$ cat src/rtl/mux_rr_nx1.sv
// N-to-1 registered mux with per-channel valid/ready and fixed-select or round-robin arbitration.
// Optional registered even-parity output enabled by defining MUX_PARITY_EN.
module mux_rr_nx1 #(
   parameter int WIDTH  = 32,
   parameter int NUM_IN = 4,
   parameter int SEL_W  = $clog2(NUM_IN)
) (
   input  logic                    clk,
   input  logic                    rst_n,
   input  logic [NUM_IN*WIDTH-1:0] in_data,
   input  logic [NUM_IN-1:0]       in_valid,
   output logic [NUM_IN-1:0]       in_ready,
   input  logic                    mode,
   input  logic [SEL_W-1:0]        sel,
   output logic [WIDTH-1:0]        out_data,
   output logic [SEL_W-1:0]        out_src,
   output logic                    out_valid,
   input  logic                    out_ready
`ifdef MUX_PARITY_EN
   ,
   output logic                    out_parity
`endif
);

   localparam logic [SEL_W:0]   N_LIM    = (SEL_W+1)'(NUM_IN);
   localparam logic [SEL_W-1:0] LAST_IDX = SEL_W'(NUM_IN - 1);

   logic [WIDTH-1:0]    chan_data [NUM_IN];
   logic                load;
   logic                fix_vld;
   logic                rr_vld;
   logic [SEL_W-1:0]    rr_off;
   logic [SEL_W-1:0]    rr_idx;
   logic [SEL_W:0]      rr_sum;
   logic [2*NUM_IN-1:0] valid_dbl;
   logic [NUM_IN-1:0]   valid_rot;
   logic                grant_vld;
   logic [SEL_W-1:0]    grant_idx;
   logic [WIDTH-1:0]    grant_data;

   logic [WIDTH-1:0]    out_data_q, out_data_d;
   logic [SEL_W-1:0]    out_src_q, out_src_d;
   logic                out_valid_q, out_valid_d;
   logic [SEL_W-1:0]    rr_ptr_q, rr_ptr_d;

   always_comb begin
      for (int i = 0; i < NUM_IN; i++) begin
         chan_data[i] = in_data[i*WIDTH +: WIDTH];
      end
   end

   assign load = !out_valid_q || out_ready;

   // Fixed mode: a sel value beyond the last channel matches nothing, so no grant.
   always_comb begin
      fix_vld = 1'b0;
      for (int i = 0; i < NUM_IN; i++) begin
         if (sel == SEL_W'(i) && in_valid[i]) begin
            fix_vld = 1'b1;
         end
      end
   end

   // Round-robin: rotate valids so bit 0 is the channel at rr_ptr, take the lowest set bit.
   always_comb begin
      valid_dbl = {in_valid, in_valid};
      valid_rot = NUM_IN'(valid_dbl >> rr_ptr_q);
      rr_vld    = 1'b0;
      rr_off    = '0;
      for (int k = NUM_IN - 1; k >= 0; k--) begin
         if (valid_rot[k]) begin
            rr_vld = 1'b1;
            rr_off = SEL_W'(k);
         end
      end
      rr_sum = {1'b0, rr_ptr_q} + {1'b0, rr_off};
      if (rr_sum >= N_LIM) begin
         rr_sum = rr_sum - N_LIM;
      end
      rr_idx = rr_sum[SEL_W-1:0];
   end

   always_comb begin
      if (mode) begin
         grant_vld = rr_vld;
         grant_idx = rr_idx;
      end else begin
         grant_vld = fix_vld;
         grant_idx = sel;
      end
   end

   always_comb begin
      grant_data = '0;
      for (int i = 0; i < NUM_IN; i++) begin
         if (grant_idx == SEL_W'(i)) begin
            grant_data = chan_data[i];
         end
      end
   end

   always_comb begin
      for (int i = 0; i < NUM_IN; i++) begin
         in_ready[i] = rst_n && load && grant_vld && (grant_idx == SEL_W'(i));
      end
   end

   always_comb begin
      out_data_d  = out_data_q;
      out_src_d   = out_src_q;
      out_valid_d = out_valid_q;
      rr_ptr_d    = rr_ptr_q;
      if (load) begin
         if (grant_vld) begin
            out_data_d  = grant_data;
            out_src_d   = grant_idx;
            out_valid_d = 1'b1;
            if (mode) begin
               rr_ptr_d = (grant_idx == LAST_IDX) ? '0 : grant_idx + SEL_W'(1);
            end
         end else begin
            out_valid_d = 1'b0;
         end
      end
   end

   always_ff @(posedge clk or negedge rst_n) begin
      if (!rst_n) begin
         out_data_q  <= '0;
         out_src_q   <= '0;
         out_valid_q <= 1'b0;
         rr_ptr_q    <= '0;
      end else begin
         out_data_q  <= out_data_d;
         out_src_q   <= out_src_d;
         out_valid_q <= out_valid_d;
         rr_ptr_q    <= rr_ptr_d;
      end
   end

   assign out_data  = out_data_q;
   assign out_src   = out_src_q;
   assign out_valid = out_valid_q;

`ifdef MUX_PARITY_EN
   logic out_parity_q, out_parity_d;

   always_comb begin
      out_parity_d = out_parity_q;
      if (load && grant_vld) begin
         out_parity_d = ^grant_data;
      end
   end

   always_ff @(posedge clk or negedge rst_n) begin
      if (!rst_n) begin
         out_parity_q <= 1'b0;
      end else begin
         out_parity_q <= out_parity_d;
      end
   end

   assign out_parity = out_parity_q;
`endif

endmodule

$ cat config.mk
export PLATFORM = sky130hd
export DESIGN_NAME = mux_rr_nx1
export DESIGN_NICKNAME = d
export VERILOG_FILES = /design/src/rtl/mux_rr_nx1.sv
export SDC_FILE = /design/constraint.sdc
export NUM_CORES = 1
export LEC_CHECK = 0
export BUFFER_PORTS_ARGS = -buffer_cell sky130_fd_sc_hd__buf_2
export CAP_MARGIN = 30
export CORE_MARGIN = 2
export CORE_UTILIZATION = 39
export DETAILED_ROUTE_END_ITERATION = 6
export GPL_ROUTABILITY_DRIVEN = 0
export GPL_TIMING_DRIVEN = 0
export PLACE_DENSITY = 0.86
export SLEW_MARGIN = 10
export SYNTH_ARGS = -nofsm -noshare
export SYNTH_HDL_FRONTEND = slang
export SYNTH_SLANG_ARGS = --single-unit
$ cat constraint.sdc
create_clock -name clk -period 3.3 [get_ports clk]
set_input_delay 0.495 -clock clk [delete_from_list [all_inputs] [get_ports clk]]
set_output_delay 0.495 -clock clk [all_outputs]
set_load 0.05 [all_outputs]
Word-level counts from Yosys, hierarchy flattened
Index checks and enable logic that the tools add are counted.

cells by class
  order comparisons = 1
  multiplexer cells = 21
  reductions and logical operators = 16
  shifts and indexed selects = 1
  equality and inequality tests = 6
  $add $sub $neg = 3

operator list
  kind                                               count
  2-to-1 mux 32 bit                                  4
  2-to-1 mux 2 bit                                   7
  logical AND 1 bit                                  10
  2-to-1 mux 1 bit                                   10
  == test 2 bit (second input constant)              4
  >> shifter 8 x 2 -> 4 bit                          1
  == test 2 x 1 -> 1 bit (second input constant)     2
  zero test 2 bit                                    2
  adder 2 x 2 -> 3 bit                               1
  >= comparator 3 bit (second input constant)        1
  AND reduction 3 bit                                1
  adder 2 x 1 -> 2 bit (second input constant)       1
  AND reduction 2 bit                                1
  subtractor 2 x 1 -> 2 bit (second input constant)  1
  zero test 1 bit                                    1
  logical OR 1 bit                                   1

storage, ports and cells
  output and inout port bits = 39
  word-level logic and storage cells = 52
  input port bits = 138
  flip-flop bits (word level) = 37

Longest topological paths before layout
Gate-level depths: netlist of the first run.

  depth after elaboration = 14
  depth in mapped cells = 17
  depth with buffers taken out = 15

Least setup slack after synthesis of the first run
No wires, ideal clock.

  path type = register to output
  from = reg rr_ptr_q[0]
  to = out in_ready[3]
  cell stages (with the launch flop) = 14
  data required time = 2.805 ns
  setup slack = -0.304 ns
  buffers on the path = 3
  arrival time = 3.109 ns
  path through = dfrtp_1 clkbuf_1 nand2b_1 o22ai_1 o21ai_0 o221ai_1 ha_1 xor2_1 a31o_2 a31oi_1 ha_1 clkbuf_1 clkbuf_1 and3_1

on the way
  word-level cells in the longest chain between the ends = 11
  elaborated cells on any way between the ends = 18
  classes of those cells = add/sub: 2; order compare: 1; eq/ne: 1; shift: 1; mux: 11; reduce/logical: 2

RTL lines
  what                                                                     RTL line  text
  from (decl)                                                              44        logic [SEL_W-1:0] rr_ptr_q, rr_ptr_d;
  from (signal assigned)                                                   137       rr_ptr_q <= rr_ptr_d;
  >> shifter 8 x 2 -> 4 bit                                                67        valid_rot = NUM_IN'(valid_dbl >> rr_ptr_q);
  2-to-1 mux 2 bit (4 in series)                                           71        if (valid_rot[k]) begin
  adder 2 x 2 -> 3 bit *                                                   76        rr_sum = {1'b0, rr_ptr_q} + {1'b0, rr_off};
  >= comparator 3 bit / subtractor 2 x 1 -> 2 bit (equally long branches)  77, 78
  2-to-1 mux 2 bit *                                                       77        if (rr_sum >= N_LIM) begin
  2-to-1 mux 2 bit *                                                       84        if (mode) begin
  via grant_idx[1]                                                         38        logic [SEL_W-1:0] grant_idx;
  == test 2 bit *                                                          104       in_ready[i] = rst_n && load && grant_vld && (grant_idx == SEL_W'(i));
  logical AND 1 bit *                                                      104
  to (decl)                                                                12        output logic [NUM_IN-1:0] in_ready,

The timed path passes the listed nets; every way through them passes the cells marked *.

Worst setup path after layout of the first run
  from = reg rr_ptr_q[0]
  to = out in_ready[1]

on the way
  word-level cells in the longest chain between the ends = 11
  elaborated cells on any way between the ends = 18
  classes of those cells = add/sub: 2; order compare: 1; eq/ne: 1; shift: 1; mux: 11; reduce/logical: 2

RTL lines
  what                                                                     RTL line
  >> shifter 8 x 2 -> 4 bit                                                67
  2-to-1 mux 2 bit (4 in series)                                           71
  adder 2 x 2 -> 3 bit *                                                   76
  >= comparator 3 bit / subtractor 2 x 1 -> 2 bit (equally long branches)  77, 78
  2-to-1 mux 2 bit *                                                       77
  2-to-1 mux 2 bit *                                                       84
  via grant_idx[1]                                                         38
  == test 2 x 1 -> 1 bit *                                                 104
  logical AND 1 bit *                                                      104

Marks and branches as above.

==> results.md, run 1 <==
- Site row count: 30
- Arrival time worst endpoint: 2760 ps
- CTS max path bufs: 2
- Tightest Pin Transition: 608 ps
- Pwr dens: 1060 nW/um^2
- Most frequent cells in the layout: 173 x buf_2, 40 x nand2_1, 36 x dfrtp_1
- Final period utilization: 0.986
- Cell count along the critical path: 13
- Share of layout cells above drive strength 1: 0.646
- Hold Crit Class: in -> async
- Max-cap violation count: 0
- TritonRoute pass-1 iters: 4
- Worst slew margin: 0.595
- Synthesized area: 2700 um^2
- Syn Inst Count: 279
- Critical Path Source: rr_ptr_q[0]
- Slowest stage delay, CP: 430 ps
- CP top delay family: compound AO/OA/AOI/OAI gates
- Place WS: -877 ps
- Pleak: 0.00216 uW
- H-tree depth: 2
- Crit-path max FO: 7
- Post-synth cell types: 31
- FF-to-FF path depth: 16
- Peak Freq: 307 MHz
- Syn avg cell area: 9.69 um^2
- Final Hold Violating Endpoints: 0
- Gr ovfl total: 0
- Post-DP HPWL: 6940 um
- Met1 WL: 3860 um
- Crit-path slowest cell: dfrtp_2
- GR Util All Layers: 0.239
- Filler instances: 556
- Reg2Reg Setup Slack: 100 ps
- Drt drc: 0
- Cts bufs inserted: 5
- CTS tree: yes
- CTS clk-pin slew, worst paths: 80 ps
- Minimum clock period: 3250 ps
- Drt wl/cell: 17.3 um
- Critical Path RT: 2800 ps
- CP Capture Type: output port
- Die Y: 87.2 um
- Sequential share of the synthesized area: 0.343
- Total core area: 6760 um^2
- CTS hold repair buffers: 0
- Clock skew: 5.41 ps
- Met3 wire len: 639 um
- CP Cell Sequence: nand2b_4, o22ai_2, o21ai_1, o221ai_1, ha_2, xor2_2, a31o_2, a31oi_4, inv_2, ha_4, clkbuf_16, and3_4, buf_8
- Top Layer Used: met4
- Routed WL: 9680 um
- Largest net degree at the start of global routing: 42
- Clk_lat worst skew: 280 ps
- Nets: 622
- N_diodes: 0
- Die ar.: 7610 um^2
- Most common cell after layout, fill and taps aside: buf_2
- Setup violators final: 0
- Clock root cell: clkbuf_8
- Synthesis-to-layout area growth: 63.7%
- FF+latch count, synth: 37
- Initial antenna violation count: 0
- First-pass GRT wire length: 14100 um
- Iter 0 DRT Violations: 95
- Clock Sinks: 37
- Fin. max-slew vios: 0
- I/O Buffers: 175
- Die width: 87.2 um
- Met2 routed wirelength: 5070 um
- TNS Setup: 0 ps
- Critical register-to-register path startpoint: rr_ptr_q[0]
- Vias per cell: 5.56
- Initial Utilization: 0.400
- Syn_nets: 422
- RSZ-0062 raised after global routing: true
- Top-level I/O count: 177
- Number of global-route vias before repair: 2911
- Routed Antenna Nets: 0
- Vias: 3114
- WS Path Type: reg -> out
- Total number of yosys warnings: 0
- Setup ws final: 45.6 ps
- Status: complete, no violations
- CP bufs+invs: 3
- IR Drop Worst-Case VDD: 0.496 mV
- Crit path launch type: register
kinds of logic after synthesis:
| logic type | count (synthesis) | share of synthesized area |
|---|---|---|
| buffers and inverters | 30 | 0.0532 |
| adder cells (fa/ha/maj) | 5 | 0.0231 |
| flip-flops | 37 | 0.343 |
| XOR/XNOR | 1 | 0.00324 |
| AO/OA/AOI/OAI | 76 | 0.218 |
| multiplexers | 39 | 0.188 |
| AND/OR/NAND/NOR | 91 | 0.172 |
timing repair:
item,in CTS,in global routing
gates cloned,0,0
gates resized for setup,55,59
endpoints found under the hold margin,0,0
setup endpoints to repair,36,34
buffers inserted,13,8
pin swaps,8,8
synthesized netlist by cell type (all sizes together):
cell	number	area [um^2]
and3	4	25.0
nand2b	2	12.5
clkbuf	22	82.6
nor2	3	11.3
a31oi	1	6.26
mux4	1	22.5
o221ai	2	17.5
ha	5	62.6
o31ai	31	233
mux2i	2	20.0
nor3b	1	7.51
mux2	36	465
o22ai	1	6.26
nor2b	35	219
nor3	1	5.00
inv	3	11.3
nand3b	1	7.51
a221oi	31	272
nand3	1	5.00
nand2	40	150
and3b	1	8.76
o21ai	6	30.0
xor2	1	8.76
dfrtp	37	926
a21oi	3	15.0
nand4	1	6.26
a31o	1	8.76
buf	5	50.0
or4	1	7.51
power by group:
part	switching [uW]	total [uW]	internal (uW)	leakage, uW
combinational	2020	3540	1520	0.00165
sequential	133	807	674	0.000452
clock	159	348	189	0.0000542
total	2310	4700	2380	0.00216
layer usage:
metal,GRT usage,vias to the layer above
met1,0.291,1514
met2,0.439,142
met3,0.0427,10
met4,0.0462,0
met5,0,-
li1,-,1448
state kept, by name, summed over array words and instances (netlist names):
signal and cells:
out_data 32, out_src 2, out_valid 1, rr_ptr_q 2
final cells by class:
cell class                      instances  area [um^2]  share of cell area
Multi-Input combinational cell        212         1960               0.442
Inverter                                3         11.3             0.00254
Tap cell                               80          100              0.0226
Clock inverter                          1         5.00             0.00113
Buffer                                 23          234              0.0529
Timing Repair Buffer                  197         1090               0.247
Sequential cell                        37          927               0.209
Clock buffer                            7         96.3              0.0218
stage by stage:
| stage | area (um^2) | instances | power, uW | util | hold WS (ps) |
|---|---|---|---|---|---|
| 6_report | 4430 | 560 | 4700 | 0.655 | 139 |
| 5_1_grt | 4430 | 560 | 4970 | 0.655 | 143 |
| 4_1_cts | 4110 | 553 | 4340 | 0.609 | 350 |
| 3_5_place_dp | 3690 | 534 | 3610 | 0.547 | 487 |
| 3_3_place_gp | 3690 | 534 | 3520 | 0.547 | 486 |
| 2_1_floorplan | 2720 | 279 | 2890 | - | 199 |
path summary, 6_finish.rpt:
path / to
worst max-delay path: in_ready[1]
worst min-delay path: out_data[3]
worst max register to register: out_data[7]
worst min register to register: out_data[27]
max in group asynchronous: rr_ptr_q[0]
min in group clk: out_valid
(Power assumes the default switching activity.)
==> run 2: changes to the inputs <==
--- a/config.mk
+++ b/config.mk
@@ -12,7 +12,7 @@
 export DETAILED_ROUTE_END_ITERATION = 6
 export GPL_ROUTABILITY_DRIVEN = 0
 export GPL_TIMING_DRIVEN = 0
-export PLACE_DENSITY = 0.86
+export PLACE_DENSITY_LB_ADDON = 0.2
 export SLEW_MARGIN = 10
 export SYNTH_ARGS = -nofsm -noshare
 export SYNTH_HDL_FRONTEND = slang
==> results.md, run 2 (synthesized netlist as in run 1, its figures left out) <==
- Status: complete, no violations
- Synthesis-to-layout area growth: 60.0%
- Top-level I/O count: 177
- Util after Layout: 0.640
- Final period utilization: 1.00
- Die Y: 87.2 um
- R2r endpoint: out_data[23]
- CP bufs+invs: 3
- H-tree depth: 2
- Routed WL: 9110 um
- Crit-path slowest cell: dfrtp_2
- Worst slew margin: 0.628
- RSZ-0062 raised after global routing: true
- Routed Antenna Nets: 0
- Site row count: 30
- Total core area: 6760 um^2
- Peak Freq: 303 MHz
- CP Cell Sequence: nand2b_4, o22ai_2, o21ai_1, o221ai_1, ha_2, xor2_2, nand4_1, a31oi_4, ha_4, buf_8, clkbuf_16, and3_4, buf_8
- Placed cell areas: 3690 um^2
- IR Drop Worst-Case VDD: 0.434 mV
- Iter 0 DRT Violations: 89
- Vias per cell: 5.34
- Clock root cell: clkbuf_8
- CP top delay family: compound AO/OA/AOI/OAI gates
- Cts bufs inserted: 5
- Crit-path max FO: 6
- Initial antenna violation count: 0
- Setup violators final: 0
- Final Instance Area: 4330 um^2
- Drt wl/cell: 16.6 um
- Post-DP HPWL: 6520 um
- Share of layout cells above drive strength 1: 0.633
- CP Capture Type: output port
- Initial Utilization: 0.400
- Most common cell after layout, fill and taps aside: buf_2
- Reg2Reg Setup Slack: 140 ps
- Most used cell, CP: buf_8
- Max-cap violation count: 0
- Largest net degree at the start of global routing: 42
- Filler instances: 591
- Critical register-to-register path startpoint: rr_ptr_q[0]
- CTS tree: yes
- Die ar.: 7610 um^2
- Pwr dens: 1040 nW/um^2
- FF-to-FF path depth: 15
- Arrival time worst endpoint: 2800 ps
- Clock Sinks: 37
- Drt drc: 0
- Most frequent cells in the layout: 172 x buf_2, 40 x nand2_1, 36 x dfrtp_1
- Multi-input logic area: 1960 um^2
- Number of global-route vias before repair: 2759
- WS Path Type: reg -> out
- Critical Path RT: 2800 ps
- First-pass GRT wire length: 13500 um
- I/O Buffers: 175
- Minimum clock period: 3300 ps
- Max FFs per register: 32
- N_diodes: 0
- Tightest Pin Transition: 559 ps
- Reg area: 927 um^2
- TritonRoute pass-1 iters: 4
- Final Hold Violating Endpoints: 0
- Hold Crit Class: in -> async
- Fin. max-slew vios: 0
- Die width: 87.2 um
- Clk_lat worst skew: 280 ps
- Gr ovfl total: 0
- Nets: 611
- Pleak: 0.00209 uW
- Crit path launch type: register
- Slowest stage delay, CP: 450 ps
- CTS clk-pin slew, worst paths: 70 ps
- CTS max path bufs: 2
- Vias: 2934
- GR Util All Layers: 0.225
- Clock skew: 2.69 ps
-- run 2: metal layers --
layer	global-route usage	share of wire	vias up
li1	-	-	1429
met1	0.294	0.42	1376
met2	0.394	0.51	123
met3	0.0398	0.062	6
met4	0.0420	0.0059	0
met5	0	0	-
-- run 2: worst max path at each step --
stage                startpoint           end  depth (start not counted)
global route        rr_ptr_q[0]   in_ready[2]                         13
floorplan           in_valid[0]   out_data[0]                         17
CTS                 rr_ptr_q[0]   in_ready[3]                         14
finish              rr_ptr_q[0]   in_ready[2]                         13
detailed placement  in_valid[1]  out_data[25]                         17
global placement    in_valid[1]   out_data[1]                         17
-- run 2: stage by stage --
step                      setup TNS [ps]  power, uW  hold WS, ps  cells  setup WS (ps)
after global routing                -679       4810          137    549           -139
final                                  0       4520          120    549           1.43
after detailed placement          -23530       3570          489    534           -759
after floorplan                        0       2890          199    279           72.4
after global placement            -19000       3540          486    534           -617
after CTS                           -207       4180          364    549          -90.0
-- run 2: worst register-to-register path: stages, from the launching register on --
cell and delay, ps:
dfrtp_2 450, nand2b_4 150, o22ai_2 150, o21ai_1 90
o221ai_1 90, ha_2 240, xor2_2 170, nand4_1 150
a31oi_4 330, ha_4 190, buf_8 90, buf_4 220
clkbuf_4 300, a221oi_2 60, o31ai_1 230, mux2_2 200
-- run 2: final cells by class --
class | count | share of cell area
inverter | 3 | 0.00260
sequential | 37 | 0.214
timing repair buffer | 186 | 0.234
clock buffer | 6 | 0.0168
tap | 80 | 0.0231
clock inverter | 2 | 0.00231
multi-input combinational | 212 | 0.452
buffer | 23 | 0.0550
-- run 2: report_power, final --
part / switching [uW] / internal (uW) / total (uW)
clock network: 161 / 147 / 308
logic: 1970 / 1440 / 3420
registers: 121 / 674 / 795
total: 2250 / 2260 / 4520
-- run 2: repair_timing --
| action | CTS | global route |
|---|---|---|
| hold buffers | 0 | 0 |
| pin swaps | 6 | 11 |
| endpoints found under the setup margin | 36 | 34 |
| setup buffers | 9 | 1 |
| hold endpoints to repair | 0 | 0 |
| resized for setup | 50 | 70 |
==> run 3: changes to the inputs <==
==> constraint.sdc (replaced) <==
create_clock -name clk -period 3.3 [get_ports clk]
set_input_delay 0.495 -clock clk [delete_from_list [all_inputs] [get_ports clk]]
set_output_delay 0.495 -clock clk [all_outputs]
set_load 0.02 [all_outputs]
==> results.md, run 3 (synthesized netlist as in run 1, its figures left out) <==
- Site row count: 30
- Die width: 87.2 um
- Critical register-to-register path startpoint: rr_ptr_q[0]
- CTS hold repair buffers: 0
- Multi-input logic area: 1830 um^2
- Number of global-route vias before repair: 2929
- CTS clk-pin slew, worst paths: 80 ps
- Overall power: 3920 uW
- Hold Crit Class: in -> async
- CP Capture Type: output port
- Placed cell areas: 3680 um^2
- WS Path Type: reg -> out
- I/O Buffers: 175
- Status: complete, no violations
- First-pass GRT wire length: 14500 um
- Synthesis-to-layout area growth: 55.6%
- Crit path launch type: register
- Nets: 611
- RSZ-0062 raised after global routing: true
- TNS Setup: 0 ps
- Util after Layout: 0.623
- Vias per cell: 5.35
- Filler instances: 619
- CTS tree: yes
- Iter 0 DRT Violations: 46
- Peak Freq: 307 MHz
- Initial antenna violation count: 0
- Worst slew margin: 0.642
- Final period utilization: 0.987
- Max-cap violation count: 0
- Post-DP HPWL: 6800 um
- Most frequent cells in the layout: 173 x buf_2, 40 x nand2_1, 36 x dfrtp_1
- Drt drc: 0
- H-tree depth: 2
- Minimum clock period: 3260 ps
- Clock root cell: clkbuf_8
- Final Instance Area: 4210 um^2
- Share of layout cells above drive strength 1: 0.612
- Initial Utilization: 0.400
- Clk_lat worst skew: 290 ps
- Largest net degree at the start of global routing: 42
- N_diodes: 0
- Gr ovfl total: 0
- Final Hold Violating Endpoints: 0
- Routed WL: 9210 um
- Clock skew: 7.32 ps
- TritonRoute pass-1 iters: 4
- Drt wl/cell: 16.8 um
- Die Y: 87.2 um
- Fin. max-slew vios: 0
- Critical Path Source: rr_ptr_q[0]
- Vias: 2936
- Max FFs per register: 32
- IR Drop Worst-Case VDD: 0.329 mV
- Top-level I/O count: 177
- Routed Antenna Nets: 0
- Reg area: 927 um^2
- CTS max path bufs: 2
- Cts bufs inserted: 5
- Tightest Pin Transition: 537 ps
- Clock Sinks: 37
- GR Util All Layers: 0.245
- Critical Path RT: 2800 ps
- Pwr dens: 931 nW/um^2
- Arrival time worst endpoint: 2760 ps
- Setup violators final: 0
- Crit-path max FO: 6
- Most common cell after layout, fill and taps aside: buf_2
- Total core area: 6760 um^2
- Die ar.: 7610 um^2
- Pleak: 0.00207 uW
[run 3: cell count changes in the layout (fill, tap and decap cells not counted), sizes merged]
| cell | before | now |
|---|---|---|
| clkinv | 2 | 1 |
| clkbuf | 15 | 23 |
| buf | 200 | 193 |
[run 3: what timing repair did]
item | 4_1_cts | 5_1_grt
pin swaps | 6 | 6
gates resized for setup | 57 | 28
setup buffers | 10 | 1
endpoints found under the setup margin | 36 | 36
gates cloned | 0 | 0
[run 3: area by class of cell]
class | count | share of cell area
Sequential cell | 37 | 0.220
Buffer | 22 | 0.0544
Clock buffer | 7 | 0.0229
Inverter | 3 | 0.00268
Clock inverter | 1 | 0.00119
Timing Repair Buffer | 187 | 0.239
Tap cell | 80 | 0.0238
Multi-Input combinational cell | 212 | 0.436
[run 3: through the flow]
step | std cells | hold slack, ps | setup slack, ps
2_1_floorplan | 279 | 199 | -22.8
3_3_place_gp | 534 | 486 | -790
3_5_place_dp | 534 | 491 | -919
4_1_cts | 550 | 370 | -70.3
5_1_grt | 549 | 178 | -92.0
6_report | 549 | 153 | 41.5
[run 3: routing by layer]
layer  track usage  vias up  wire length [um]
li1              -     1425                 -
met4        0.0643        0               100
met1         0.311     1386              3900
met3        0.0389        9               543
met5             0        -                 0
met2         0.431      116              4660
[run 3: critical path, cell delays in order, from the launching register on]
cell,delay [ps]
dfrtp_2,450
nand2b_4,150
o221ai_2,160
o21ai_2,90
o221ai_2,80
ha_2,230
xor2_2,150
nand4_1,150
a31oi_4,280
ha_2,240
buf_8,110
clkbuf_16,110
and3_4,160
buf_6,110
[run 3: worst paths after layout]
path	slack, ps	depth (start not counted)	end
max	40	13	in_ready[2]
min	150	1	out_src[1]
max reg2reg	170	15	out_data[28]
min reg2reg	510	1	out_data[10]
max in group asynchronous	2670	2	rr_ptr_q[0]
min in group clk	490	4	out_valid
[run 3: power breakdown]
part	internal, uW	leakage (uW)	switching [uW]
combinational	1350	0.00156	1410
clock	189	0.0000542	167
sequential	674	0.000452	128
